### src/rtl/ft601_pkg.sv
// Shared constants and FSM state type for the FT601 write-side packetiser.
package ft601_pkg;

  localparam logic [7:0] HDR_SYNC = 8'hA5;
  localparam logic [7:0] TRL_SYNC = 8'h5A;
  localparam logic [3:0] BE_ALL   = 4'hF;

  typedef enum logic [2:0] {
    IDLE,
    HDR,
    PAYLOAD,
    TRAILER,
    PUSH,
    DRAIN
  } wr_arb_state_t;

endpackage

### src/rtl/ft601_rr_arb.sv
// Combinational round-robin picker: first requester strictly after last_grant, wrapping.
module ft601_rr_arb #(
  parameter int NUM_SRC = 4
) (
  input  logic [NUM_SRC-1:0] req,
  input  logic [3:0]         last_grant,
  output logic [3:0]         gnt_id,
  output logic               any_req
);

  localparam int IW = $clog2(NUM_SRC);
  localparam int PW = IW + 1;

  logic [PW-1:0] idx;
  logic          found;

  // last_grant + k stays below 2*NUM_SRC, so one conditional subtract wraps it.
  always_comb begin
    gnt_id = last_grant;
    found  = 1'b0;
    idx    = '0;
    for (int k = 1; k <= NUM_SRC; k++) begin
      idx = PW'(last_grant) + PW'(k);
      if (idx >= PW'(NUM_SRC)) idx = idx - PW'(NUM_SRC);
      if (!found && req[idx[IW-1:0]]) begin
        gnt_id = 4'(idx);
        found  = 1'b1;
      end
    end
  end

  assign any_req = |req;

endmodule

### src/rtl/ft601_wr_arb.sv
// Round-robin packetiser: frames one granted stream per burst (header, payload, trailer, push)
// into the FT601 write buffer.
module ft601_wr_arb
  import ft601_pkg::*;
#(
  parameter int NUM_SRC   = 4,
  parameter int BURST_LEN = 256
) (
  input  logic                   clk,
  input  logic                   reset_n,
  input  logic [32*NUM_SRC-1:0]  s_data,
  input  logic [NUM_SRC-1:0]     s_valid,
  input  logic [NUM_SRC-1:0]     s_last,
  output logic [NUM_SRC-1:0]     s_ready,
  output logic [35:0]            wr_data,
  output logic                   wr_en,
  output logic                   wr_ce,
  output logic                   wr_push,
  input  logic                   wr_busy,
  output logic [3:0]             grant_id,
  output logic                   busy_o
);

  localparam logic [15:0] BLEN = 16'(BURST_LEN);

  wr_arb_state_t            state_q, state_d;
  logic [3:0]               grant_q, grant_d;
  logic [3:0]               last_q, last_d;
  logic [15:0]              cnt_q, cnt_d;
  logic [NUM_SRC-1:0][3:0]  seq_q, seq_d;
  logic [35:0]              wr_data_q, wr_data_d;
  logic                     wr_en_q, wr_en_d;
  logic                     wr_push_q, wr_push_d;
  logic                     wr_ce_q;
  logic                     busy_q, busy_d;

  logic [3:0]               arb_gnt;
  logic                     any_req;
  logic [31:0]              cur_data;
  logic                     cur_valid, cur_last;
  logic [3:0]               cur_seq;
  logic                     can_take, accept;

  ft601_rr_arb #(.NUM_SRC(NUM_SRC)) u_rr (
    .req        (s_valid),
    .last_grant (last_q),
    .gnt_id     (arb_gnt),
    .any_req    (any_req)
  );

  // Select the granted stream; s_ready is the only combinational output.
  always_comb begin
    cur_data  = '0;
    cur_valid = 1'b0;
    cur_last  = 1'b0;
    cur_seq   = '0;
    s_ready   = '0;
    can_take  = (state_q == PAYLOAD) && !wr_busy && (cnt_q < BLEN);
    for (int i = 0; i < NUM_SRC; i++) begin
      if (grant_q == 4'(i)) begin
        cur_data   = s_data[32*i +: 32];
        cur_valid  = s_valid[i];
        cur_last   = s_last[i];
        cur_seq    = seq_q[i];
        s_ready[i] = can_take;
      end
    end
    accept = can_take && cur_valid;
  end

  always_comb begin
    state_d   = state_q;
    grant_d   = grant_q;
    last_d    = last_q;
    cnt_d     = cnt_q;
    seq_d     = seq_q;
    wr_data_d = wr_data_q;
    wr_en_d   = 1'b0;
    wr_push_d = 1'b0;
    case (state_q)
      IDLE: if (any_req && !wr_busy) begin
        grant_d = arb_gnt;
        cnt_d   = '0;
        state_d = HDR;
      end
      HDR: if (!wr_busy) begin
        wr_en_d   = 1'b1;
        wr_data_d = {BE_ALL, HDR_SYNC, grant_q, cur_seq, 16'h0000};
        state_d   = PAYLOAD;
      end
      PAYLOAD: if (accept) begin
        wr_en_d   = 1'b1;
        wr_data_d = {BE_ALL, cur_data};
        cnt_d     = cnt_q + 16'd1;
        if (cur_last || (cnt_q + 16'd1 == BLEN)) state_d = TRAILER;
      end
      TRAILER: if (!wr_busy) begin
        wr_en_d   = 1'b1;
        wr_data_d = {BE_ALL, TRL_SYNC, grant_q, cur_seq, cnt_q};
        state_d   = PUSH;
      end
      PUSH: begin
        wr_push_d = 1'b1;
        for (int i = 0; i < NUM_SRC; i++)
          if (grant_q == 4'(i)) seq_d[i] = seq_q[i] + 4'd1;
        state_d = DRAIN;
      end
      // Ignore wr_busy while the push is still on the wire; the buffer raises it a cycle later.
      DRAIN: if (!wr_push_q && !wr_busy) begin
        last_d  = grant_q;
        state_d = IDLE;
      end
      default: state_d = IDLE;
    endcase
    busy_d = (state_d != IDLE);
  end

  always_ff @(posedge clk or negedge reset_n) begin
    if (!reset_n) begin
      state_q   <= IDLE;
      grant_q   <= '0;
      last_q    <= 4'(NUM_SRC - 1);
      cnt_q     <= '0;
      seq_q     <= '0;
      wr_data_q <= '0;
      wr_en_q   <= 1'b0;
      wr_push_q <= 1'b0;
      wr_ce_q   <= 1'b0;
      busy_q    <= 1'b0;
    end else begin
      state_q   <= state_d;
      grant_q   <= grant_d;
      last_q    <= last_d;
      cnt_q     <= cnt_d;
      seq_q     <= seq_d;
      wr_data_q <= wr_data_d;
      wr_en_q   <= wr_en_d;
      wr_push_q <= wr_push_d;
      wr_ce_q   <= 1'b1;
      busy_q    <= busy_d;
    end
  end

  assign wr_data  = wr_data_q;
  assign wr_en    = wr_en_q;
  assign wr_push  = wr_push_q;
  assign wr_ce    = wr_ce_q;
  assign grant_id = grant_q;
  assign busy_o   = busy_q;

endmodule
### config.mk
export PLATFORM = sky130hd
export DESIGN_NAME = ft601_wr_arb
export DESIGN_NICKNAME = d
export VERILOG_FILES = /design/src/rtl/ft601_pkg.sv /design/src/rtl/ft601_rr_arb.sv /design/src/rtl/ft601_wr_arb.sv
export SDC_FILE = /design/constraint.sdc
export NUM_CORES = 1
export LEC_CHECK = 0
export CELL_PAD_IN_SITES_DETAIL_PLACEMENT = 0
export CELL_PAD_IN_SITES_GLOBAL_PLACEMENT = 1
export CORE_MARGIN = 8
export CORE_UTILIZATION = 37
export CTS_BUF_LIST = sky130_fd_sc_hd__clkbuf_2 sky130_fd_sc_hd__clkbuf_4 sky130_fd_sc_hd__clkbuf_8
export CTS_CLUSTER_DIAMETER = 100
export DETAILED_ROUTE_END_ITERATION = 7
export HOLD_SLACK_MARGIN = 0.15
export PLACE_DENSITY_LB_ADDON = 0.1
export RECOVER_POWER = 50
export SLEW_MARGIN = 20
export SYNTH_ARGS = -nofsm -noshare
export SYNTH_HDL_FRONTEND = slang
export SYNTH_HIERARCHICAL = 1
export SYNTH_SLANG_ARGS = --single-unit
export TNS_END_PERCENT = 5
### constraint.sdc
create_clock -name clk -period 3.55 [get_ports clk]
set_input_delay 0.71 -clock clk [delete_from_list [all_inputs] [get_ports clk]]
set_output_delay 0.71 -clock clk [all_outputs]
set_load 0.005 [all_outputs]
==> flow_summary.ini <==
[status]
status = finished, violations left
violations = capacitance limit, slew limit

[timing]
post-route-period-util_pct = 96.54
maxSlewHeadroom_pct = -35.05
setup_viol = 0
fin_worst_skew_ns = 0.006311
fin_crit_ns = 3.427
fin_setup_tns_ns = 0
tightest_slew_ns = 2.026
fmax_ghz = 0.2918
hold_viol = 0
rsz0062_at_grt = no
maxSlewViolCount = 81

[power]
ir_drop_mv = 0.3498
power_density_nw_per_um2 = 639.8
power_w = 0.004593
combPwrFrac_pct = 51.6
swShare_pct = 38.76
p_sw_w = 0.001780
p_seq_share_pct = 30.6
clock_power_share_pct = 17.8
internal-power_w = 0.002813
total_leakage_power_nw = 2.917

[clock_tree]
cts_max_level = 3
clock_latency_ns = 0.37
path_clk_slew_ns = 0.08
cts_buffer_depth = 2
cts-root-buf = clkbuf_8
ctsResizeCount = 0
cts.sinks = 80
cts_tree = done
cts-hold-fix-buffers = 0
cts_buffers = 9
cts_setup_buffers = 0

[setup_path]
slowest_stage = clkdlybuf4s50_1
crit_chain = clkdlybuf4s50_1 -> nor4_1 -> nand4_1 -> nor3b_1 -> clkdlybuf4s50_1
crit_path_end_kind = output pin
crit_top_cell = clkdlybuf4s50_1
crit_end = s_ready[2]
cp.arrival_ns = 2.72
cp_max_fo = 4
cp-startpoint = wr_busy
path_class = primary input to output pin
ff2ff_setup_slack_ns = 1.06
cp-start-kind = primary input
rr_endpoint = seq_q[7]$_DFFE_PN0P_
crit_required_ns = 2.84
ff2ff_path_depth = 6
cpPeakStageDelay_ns = 0.55
r2r_start = grant_id[2]$_DFFE_PN0P_

[floorplanning]
start_util_pct = 37.68
core-area_sq_um = 13140
num_rows = 42
die_h_microns = 131.7
dieWidth_microns = 131.7
dieArea_sq_um = 17330
pin_count = 187

[final_layout]
final_util_pct = 54.64
fin_nets = 801
area_growth_pct = 45.02
n_antenna_cell = 0
final_area_sq_um = 7178
drive_gt1_share_pct = 13.18

[synthesis]
synthFlopType = dfrtp_1
synth_edf_count = 0
ys_types = 63
yosys-top-cells-area = dfrtp_1, mux4_2, nand2_1
yosys_register_bits = 80
synth-simple-area-share_pct = 17.24
synth_top_family_by_area = multiplexers
synth_common_cells = dfrtp_1, nand2_1, mux4_2, nor2_1, a21oi_1
async_flop_share_pct = 100.0
synth_compound_area_share_pct = 14.33
ys_warn_count = 6
syn_inst = 478
synth_top_area_cell = dfrtp_1
muxShareOfSynthArea_pct = 19.06
synthesis.area_sq_um = 4950
synth_xor_area_share_pct = 2.654
yosysMostFrequentCell = dfrtp_1
syn_area_per_cell_sq_um = 10.36
synth-seq-area-share_pct = 40.50
synth_top_area_share_pct = 39.43
synth_adder_area_share_pct = 1.769
postSynthNetCount = 624

[detailed_routing]
avgRoutedWirePerCell_microns = 18.95
num_vias = 4433
drc = 0
first_pass_iters = 5
via_per_inst = 5.303
drt_iter0_drc = 321
postRouteAntennaNets = 0
wl_mm = 15.84

[hold_path]
hold_path.class = flip-flop to flip-flop

[placement]
place_congestion = 0.8527
dpl.hpwl_mm = 12.20
placed_cell_area_sq_um = 6945
port_buffers = 186

[grt]
grt_pass1_wl_mm = 26.03
grt_max_degree = 81
grtUsageTotal_pct = 18.76
grt_pass1_vias = 4868
antenna_found_initial = 0
grt_overflow = 0

[flow_run]
drv_cap = 1
## cells in the final DEF, fill, tap and decap left out, types with 5 or more instances in the layout
cell type | netlist | routed
clkdlybuf4s50_1 | 0 | 176
dfrtp_1 | 78 | 76
nand2_1 | 63 | 63
mux4_2 | 31 | 31
nor2_1 | 29 | 29
a21oi_1 | 23 | 23
o21ai_1 | 21 | 21
nand3_1 | 18 | 18
a22oi_1 | 16 | 16
and2_1 | 12 | 12
mux2_2 | 12 | 12
mux2i_1 | 11 | 11
buf_4 | 8 | 11
o21ai_0 | 10 | 10
nor3_1 | 9 | 9
a31oi_1 | 9 | 9
xnor2_1 | 9 | 9
clkbuf_8 | 0 | 9
dlygate4sd3_1 | 0 | 9
inv_1 | 8 | 8
ha_1 | 7 | 7
nand2b_1 | 6 | 6
xor2_1 | 6 | 6
or3_1 | 5 | 5
and3_1 | 5 | 5
## layout make-up
cell class              count  area (sq um)
well taps                 176         220.2
fillers                  1227          5959
multi-input cells         357          2729
clock inverters             7         120.1
flip-flops and latches     80          2007
inverters                   9         35.03
repair buffers            198          1943
clock buffers               9         123.9
## cell families (layout without fill, tap and decap cells)
group	after synthesis	count (layout)
other	1	1
AO/OA/AOI/OAI	109	109
flip-flops	80	80
adder cells (fa/ha/maj)	7	7
buffers and inverters	41	223
AND/OR/NAND/NOR	171	171
multiplexers	54	54
XOR/XNOR	15	15
## worst min path at each step
stage | start | end | cells after the start
after CTS | seq_q[3]$_DFFE_PN0P_ | seq_q[3]$_DFFE_PN0P_ | 1
after floorplan | reset_n | busy_o$_DFF_PN0_ | 0
after global placement | seq_q[11]$_DFFE_PN0P_ | seq_q[11]$_DFFE_PN0P_ | 1
final | seq_q[11]$_DFFE_PN0P_ | seq_q[11]$_DFFE_PN0P_ | 1
after detailed placement | seq_q[3]$_DFFE_PN0P_ | seq_q[3]$_DFFE_PN0P_ | 1
after global routing | seq_q[7]$_DFFE_PN0P_ | seq_q[7]$_DFFE_PN0P_ | 1
## through the flow
stage | instances | hold WS, ns | setup slack [ns]
2_1_floorplan | 478 | 0.4144 | 1.353
5_1_grt | 836 | 0.4933 | 0.02701
3_3_place_gp | 820 | 0.4539 | 0.2832
3_5_place_dp | 820 | 0.4523 | 0.1754
6_report | 836 | 0.4736 | 0.1229
4_1_cts | 836 | 0.4741 | 0.1529
## per-layer routing
metal,share of wire (%),vias up,global-route usage (%)
li1,-,2124,-
met5,0,-,0
met2,53,125,33.63
met3,5.9,14,5.183
met1,40,2170,21.56
met4,0.97,0,4.786
## sequential cells by signal, indices dropped and copies added, names as in the netlist
signal	count
last_q	4
busy_o	1
state_q	3
wr_ce	1
wr_push	1
grant_id	4
wr_en	1
cnt_q	16
wr_data	33
seq_q	16
## worst max-delay path: cells and delay by family
kind,cells,cell delay (ns)
buffers and inverters,2,1.05
AND/OR/NAND/NOR,3,0.96
## power by group through the flow
stage / registers, W / clock network [W] / logic [W]
2_1_floorplan: 0.00131 / 0 / 0.00160
3_3_place_gp: 0.00142 / 0 / 0.00240
3_5_place_dp: 0.00143 / 0 / 0.00242
4_1_cts: 0.00141 / 0.000850 / 0.00243
5_1_grt: 0.00144 / 0.000891 / 0.00263
6_report: 0.00140 / 0.000819 / 0.00237
Power figures use the tool's default switching activity.
